[src/rtl/link_tx_arbiter.sv]
// link_tx_arbiter: round-robin arbiter feeding one two-phase dual-rail async link.
// Each accepted word toggles exactly one rail per bit; the next word waits for
// the synchronized receiver ack to settle to the current token parity.
module link_tx_arbiter #(
  parameter int unsigned WIDTH       = 1,
  parameter int unsigned REQ_NUM     = 2,
  parameter int unsigned SYNC_STAGES = 2,
  parameter int unsigned TIMEOUT     = 1024,
  localparam int unsigned GW         = (REQ_NUM > 1) ? $clog2(REQ_NUM) : 1
) (
  input  logic                            clk,
  input  logic                            rst,
  input  logic [REQ_NUM-1:0]              req_valid_i,
  input  logic [REQ_NUM-1:0][WIDTH-1:0]   req_data_i,
  output logic [REQ_NUM-1:0]              req_ready_o,
  output logic [WIDTH-1:0][1:0]           out,
  input  logic                            ack_i,
  output logic                            busy_o,
  output logic [GW-1:0]                   grant_o,
  output logic                            timeout_o,
  output logic                            proto_err_o
);

  localparam int unsigned   CW      = (TIMEOUT > 0) ? $clog2(TIMEOUT + 1) : 1;
  localparam logic [CW-1:0] TO_MAX  = CW'(TIMEOUT);
  localparam logic [CW-1:0] TO_LAST = CW'(TIMEOUT - 1);
  localparam bit            TO_EN   = (TIMEOUT != 0);

  typedef enum logic {
    S_IDLE = 1'b0,
    S_WAIT = 1'b1
  } state_t;

  state_t                  state_q, state_d;
  logic                    phase_q, phase_d;
  logic [GW-1:0]           ptr_q, ptr_d;
  logic [GW-1:0]           grant_d;
  logic [CW-1:0]           cnt_q, cnt_d;
  logic [WIDTH-1:0][1:0]   out_d;
  logic                    timeout_d;
  logic                    proto_d;
  logic [SYNC_STAGES-1:0]  sync_q;
  logic                    ack_s;
  logic                    found;
  logic [GW-1:0]           sel_idx;
  logic [WIDTH-1:0]        sel_data;
  logic [REQ_NUM-1:0]      ready_oh;

  // Ack synchronizer: ack_i is asynchronous to clk.
  always_ff @(posedge clk or posedge rst) begin
    if (rst) begin
      sync_q <= '0;
    end else begin
      sync_q <= {sync_q[SYNC_STAGES-2:0], ack_i};
    end
  end

  assign ack_s = sync_q[SYNC_STAGES-1];

  // Round-robin search: first valid requester at or above the pointer, wrapping.
  always_comb begin
    int j;
    found    = 1'b0;
    sel_idx  = '0;
    j        = 0;
    for (int i = 0; i < int'(REQ_NUM); i++) begin
      j = int'(ptr_q) + i;
      if (j >= int'(REQ_NUM)) j = j - int'(REQ_NUM);
      if (!found && req_valid_i[j]) begin
        found   = 1'b1;
        sel_idx = GW'(j);
      end
    end
    sel_data          = req_data_i[sel_idx];
    ready_oh          = '0;
    ready_oh[sel_idx] = found;
  end

  // Ready is only offered in IDLE and is forced low while reset is asserted.
  assign req_ready_o = (state_q == S_IDLE && !rst) ? ready_oh : '0;

  // Next-state and next-value logic for the link FSM.
  always_comb begin
    state_d   = state_q;
    phase_d   = phase_q;
    ptr_d     = ptr_q;
    grant_d   = grant_o;
    cnt_d     = cnt_q;
    out_d     = out;
    timeout_d = timeout_o;
    proto_d   = proto_err_o;
    case (state_q)
      S_IDLE: begin
        // No token outstanding, so the ack must already match our parity.
        if (ack_s != phase_q) proto_d = 1'b1;
        if (found) begin
          for (int b = 0; b < int'(WIDTH); b++) begin
            if (sel_data[b]) out_d[b][1] = ~out[b][1];
            else             out_d[b][0] = ~out[b][0];
          end
          phase_d = ~phase_q;
          grant_d = sel_idx;
          ptr_d   = (sel_idx == GW'(REQ_NUM - 1)) ? '0 : sel_idx + 1'b1;
          cnt_d   = '0;
          state_d = S_WAIT;
        end
      end
      S_WAIT: begin
        if (ack_s == phase_q) begin
          state_d = S_IDLE;
        end else if (TO_EN && cnt_q != TO_MAX) begin
          cnt_d = cnt_q + 1'b1;
          if (cnt_q == TO_LAST) timeout_d = 1'b1;
        end
      end
      default: state_d = S_IDLE;
    endcase
  end

  // FSM state register.
  always_ff @(posedge clk or posedge rst) begin
    if (rst) state_q <= S_IDLE;
    else     state_q <= state_d;
  end

  // Link rails, parity, pointer, counters and status outputs.
  always_ff @(posedge clk or posedge rst) begin
    if (rst) begin
      out         <= '0;
      phase_q     <= 1'b0;
      ptr_q       <= '0;
      grant_o     <= '0;
      cnt_q       <= '0;
      timeout_o   <= 1'b0;
      proto_err_o <= 1'b0;
      busy_o      <= 1'b0;
    end else begin
      out         <= out_d;
      phase_q     <= phase_d;
      ptr_q       <= ptr_d;
      grant_o     <= grant_d;
      cnt_q       <= cnt_d;
      timeout_o   <= timeout_d;
      proto_err_o <= proto_d;
      busy_o      <= (state_d == S_WAIT);
    end
  end

endmodule

[config.mk]
export PLATFORM = sky130hd
export DESIGN_NAME = link_tx_arbiter
export DESIGN_NICKNAME = d
export VERILOG_FILES = /design/src/rtl/link_tx_arbiter.sv
export SDC_FILE = /design/constraint.sdc
export NUM_CORES = 1
export LEC_CHECK = 0
export ABC_AREA = 1
export CAP_MARGIN = 15
export CORE_UTILIZATION = 35
export CTS_BUF_LIST = sky130_fd_sc_hd__clkbuf_4 sky130_fd_sc_hd__clkbuf_8
export DETAILED_ROUTE_END_ITERATION = 16
export REMOVE_ABC_BUFFERS = 1
export SETUP_SLACK_MARGIN = 0.05
export SYNTH_ARGS = -nofsm -noshare
export SYNTH_HDL_FRONTEND = slang
export SYNTH_SLANG_ARGS = --single-unit
[constraint.sdc]
create_clock -name clk -period 3.85 [get_ports clk]
set_clock_uncertainty 0.05 [all_clocks]
set_input_delay 0.5775 -clock clk [delete_from_list [all_inputs] [get_ports clk]]
set_output_delay 0.5775 -clock clk [all_outputs]
set_load 0.005 [all_outputs]
Yosys cells after proc, flatten, opt, wreduce, memory -nomap -nowiden:

Cells that the tools add are included.
Widths: inputs -> output; s select.

* output and inout bits: 8
* input port bits: 7
* word-level logic and storage cells: 71
* register bits after elaboration: 21

* reductions and logical operators: 11
* equality and inequality tests: 7
* multiplexer cells: 25
* add/sub/neg operators: 5
* bitwise operators: 7
* order comparisons: 6

Operators by type and width (number)
* $lt 32x3->1 const B: 2
* $mux 32: 2
* $mux 11: 3
* $pmux 11 s2: 1
* $mux 1: 16
* $add 11x1->11 const B: 1
* $eq 11x10->1 const B: 1
* $ne 11x11->1 const B: 1
* $reduce_and 3->1: 3
* $not 1->1: 6
* $ne 2x2->1 const B: 2
* $reduce_and 2->1: 2
* $reduce_and 4->1: 1
* $logic_and 1x1->1: 3
* $sub 1x2->3 const B: 1
* $sub 2x2->3 const B: 1
* $add 1x1->2 const B: 1
* $and 2x2->2: 1
* $ge 1x2->1 const B: 1
* $ge 2x2->1 const B: 1
* $logic_not 1->1: 2
* $lt 1x2->1 const B: 1
* $mux 2: 1
* $ne 2x1->1 const B: 1
* 6 further kinds: 6

Logic depth before layout (Yosys ltp):

* depth in word-level cells: 15
* gate-level depth with buffers: 8
* depth with buffers taken out: 8

Worst setup path after synthesis:

Ideal clock, no wire load.

* path type: input port to output port
* from: input rst
* to: output req_ready_o[0]
* required time: 3.222 ns
* cell stages on the path: 3
* arrival: 1.260 ns
* setup slack: 1.962 ns
* path through: inv_1 -> nand3_1 -> inv_1

* cells in the longest elaborated chain, start to end: 3

Ends and longest elaborated chain
* start: declaration: RTL line 12 `input logic rst,`
* $logic_not 1->1 (no line)
* $logic_and 1x1->1: RTL line 80 `assign req_ready_o = (state_q == S_IDLE && !rst) ? ready_oh : '0;`
* $mux 2: RTL line 80
* end: declaration: RTL line 15 `output logic [REQ_NUM-1:0] req_ready_o,`

Every way passes these cells.

==> PnR_summary.wiki <==
{| class="wikitable"
! Metric !! Value
|-
| Worst setup path category || flop to output port
|-
| Latest clock arrival within the worst-skew pair || about 0.32 ns
|-
| Worst-margin pin slew || 0.4807 ns
|-
| Overflow left after global routing || 0
|-
| Hold buffer count at CTS || 0
|-
| Height of the die || between 50 and 60 µm
|-
| Wire length of the first global-routing pass || 4.153 mm
|-
| Clock Sinks || 21
|-
| CP most frequent cell || sky130_fd_sc_hd__inv_1
|-
| Via count of the first global-routing pass || 962
|-
| Most common cell after layout, fill and taps aside || sky130_fd_sc_hd__nand2_1
|-
| Area enclosed by the die boundary || 0.003596 mm²
|-
| Cell-by-cell trace of the critical path || inv_1 -> o21ai_1 -> buf_4 -> inv_1 -> nand3_1 -> inv_1 -> clkdlybuf4s50_1
|-
| Number of buffers inserted during clock tree synthesis || 3
|-
| Synth Cell Area || 0.001176 mm²
|-
| Worst slew slack as a fraction of its limit || 0.6792
|-
| Largest net degree at the start of global routing || 22
|-
| Register clock-pin slew on the reported worst setup and hold paths || 0.12 ns
|-
| Post-CTS Repair Setup Buffers || 0
|-
| DR vias || 968
|-
| Top library cells by usage in the layout, fill and taps aside || 37 x sky130_fd_sc_hd__nand2_1, 22 x sky130_fd_sc_hd__nor2_1, 21 x sky130_fd_sc_hd__dfrtp_1, 14 x sky130_fd_sc_hd__inv_1, 14 x sky130_fd_sc_hd__clkdlybuf4s50_1
|-
| Capturing element type of the critical path || output port
|-
| Top area cells in the synthesized netlist || sky130_fd_sc_hd__dfrtp_1 45%, sky130_fd_sc_hd__nand2_1 12%, sky130_fd_sc_hd__nor2_1 7.0%, sky130_fd_sc_hd__nand3_1 5.5%, sky130_fd_sc_hd__inv_1 4.5%
|-
| Launch instance of the worst min-delay path || sync_q[0]$_DFF_PP0_
|-
| Max Buffers Root-to-Sink || 2
|-
| Worst min path class || flop to flop
|-
| Placeable core region || 0.003128 mm²
|-
| Critical Path Source Type || flop
|-
| Die Wd || 59.97 µm
|-
| Aggregate global-route resource usage || 0.1528
|-
| Reg-to-reg critical path startpoint || cnt_q[0]$_DFFE_PP0P_
|-
| Setup repair after global routing missed its margin || no
|-
| Number of gates resized after cts || 0
|-
| H-tree levels || 1
|-
| Antenna violations before repair || 0
|-
| Total wirelength of the detailed-routed design || 2.325 mm
|-
| Fraction of final layout cells with drive strength greater than 1 || 0.09697
|-
| Layout overhead on the synthesized area || 18.72%
|-
| Wire length per cell || 11.12 µm
|-
| Worst path bufs/invs || 5
|-
| Gate Count Post-Synth || 148
|-
| Period utilization || 0.7405
|-
| Max incr delay on CP || 0.49 ns
|-
| Largest voltage drop on the vdd net || 0.0003574 V
|-
| Largest area contributor in the synthesized netlist || sky130_fd_sc_hd__dfrtp_1
|-
| Crit path max-delay cell type || sky130_fd_sc_hd__clkdlybuf4s50_1
|-
| DP Wirelength || 1.727 mm
|-
| Achievable clock frequency || 350.7 MHz
|-
| Num ports || 15
|-
| Port Buffer Count || 14
|-
| Number of search-and-repair iterations in the first detailed-routing pass || 4
|-
| Site Rows || 20
|-
| Final sum of negative setup slack || 0 ns
|-
| Max-cap violations || 0
|-
| Max-slew violation total from the final report || 0
|-
| Initial core utilization || 0.3760
|-
| Number of nets in the layout || between 150 and 200
|-
| Launch point of the critical path || busy_o$_DFF_PP0_
|-
| Setup slack, reg-to-reg || 2.08 ns
|-
| Shortest clock period the worst path allows after layout || 2.851 ns
|-
| Syn. warnings || 0
|-
| Area share of the largest cell type after synthesis || 0.4468
|-
| Number of routed nets with antenna violations || 0
|-
| Post-route DRC || 0
|-
| Required time of the critical path || 3.22 ns
|-
| Clock tree from TritonCTS || yes
|-
| Final worst setup slack || 0.9989 ns
|-
| Worst setup slack after placement || about 1.1 ns
|-
| Avg Inst Size Synth || between 7 and 8 µm²
|-
| Drt initial violations || 43
|-
| Mean number of vias per cell || 4.632
|-
| Run status || finished clean
|-
| Power per standard cell area || between 500 and 600 mW/mm²
|-
| Static leakage || 0.6232 nW
|-
| Maximum fanout along the worst path || 13
|-
| Clock root buffer || sky130_fd_sc_hd__clkbuf_4
|-
| Final RePlAce weighted congestion || around 0.87
|-
| N_diodes || 0
|-
| CP arrival || 2.22 ns
|-
| Worst hold margin || between 0.3 and 0.4 ns
|-
| Cell class contributing the biggest share of worst-path delay || buffers and inverters
|-
| Final setup violation count || 0
|-
| Post-synthesis sequential area ratio || 0.4468
|-
| Number of distinct library cell variants in the gate-level netlist after synthesis || 28
|-
| Count of final hold-check violations || 0
|-
| Number of storage elements in the synthesis netlist || 21
|}
[path summary, 6_finish.rpt]
path	end	cells after the start
min	sync_q[1]$_DFF_PP0_	0
max	req_ready_o[0]	7
min reg2reg	sync_q[1]$_DFF_PP0_	0
min in group asynchronous	cnt_q[2]$_DFFE_PP0P_	3
max in group asynchronous	cnt_q[9]$_DFFE_PP0P_	3
max reg2reg	cnt_q[6]$_DFFE_PP0P_	7
[power by group]
group / internal (W) / leakage [nW] / switching (W)
logic: 0.000128 / 0.342 / 0.000191
clock network: 0.0000396 / 0.0139 / 0.0000744
registers: 0.000269 / 0.267 / 0.0000457
total: 0.000436 / 0.623 / 0.000311
[through the flow]
step	utilization	cells	power [W]	instance area, µm²
2_1_floorplan	-	145	0.0005159	1156
3_3_place_gp	0.4368	205	0.0006346	1366
3_5_place_dp	0.4368	205	0.0006391	1366
4_1_cts	0.4464	209	0.0007553	1396
5_1_grt	0.4464	209	0.0008027	1396
6_report	0.4464	209	0.0007473	1396
[flip-flops by register name, summed over array words and instances (netlist names)]
register / flops
busy_o: 1
cnt_q: 11
grant_o: 1
out: 2
phase_q: 1
proto_err_o: 1
ptr_q: 1
sync_q: 2
timeout_o: 1
[cells in the mapped netlist (all sizes together)]
| library cell | count |
|---|---|
| a21o | 1 |
| nand3 | 14 |
| nor3 | 3 |
| inv | 14 |
| a21oi | 1 |
| o211ai | 1 |
| xor2 | 4 |
| nand4 | 3 |
| nor2 | 25 |
| or2 | 1 |
| buf | 2 |
| o21bai | 1 |
| o21ai | 10 |
| nand2 | 38 |
| clkbuf | 1 |
| dfrtp | 21 |
| xnor2 | 4 |
| ha | 2 |
| nor3b | 1 |
| clkinv | 1 |
[routing by layer]
| metal | share of wire | track usage |
|---|---|---|
| met5 | 0 | 0 |
| met3 | 0.040 | 0.03896 |
| met4 | 0 | 0.01661 |
| met2 | 0.46 | 0.2571 |
| met1 | 0.50 | 0.2035 |
[cell type report]
cell class / count / area (µm²)
clock buffer: 3 / 22.52
clock inverter: 1 / 7.507
fill: 332 / 1732
inverter: 15 / 56.30
multi-input combinational: 109 / 574.3
sequential: 21 / 525.5
tap: 44 / 55.05
timing repair buffer: 16 / 155.1
[cells by family (layout without fill, tap and decap cells)]
family,Yosys count,in the layout,synth area share
DFF,21,21,0.4468
AOI/OAI and AO/OA,14,14,0.08511
xor gates and xnor gates,8,8,0.05957
buffers and inverters,18,35,0.06488
adders and majority gates,2,2,0.02127
and+or+nand+nor,85,85,0.3223
Note: power is estimated with default switching activity, not from simulation.
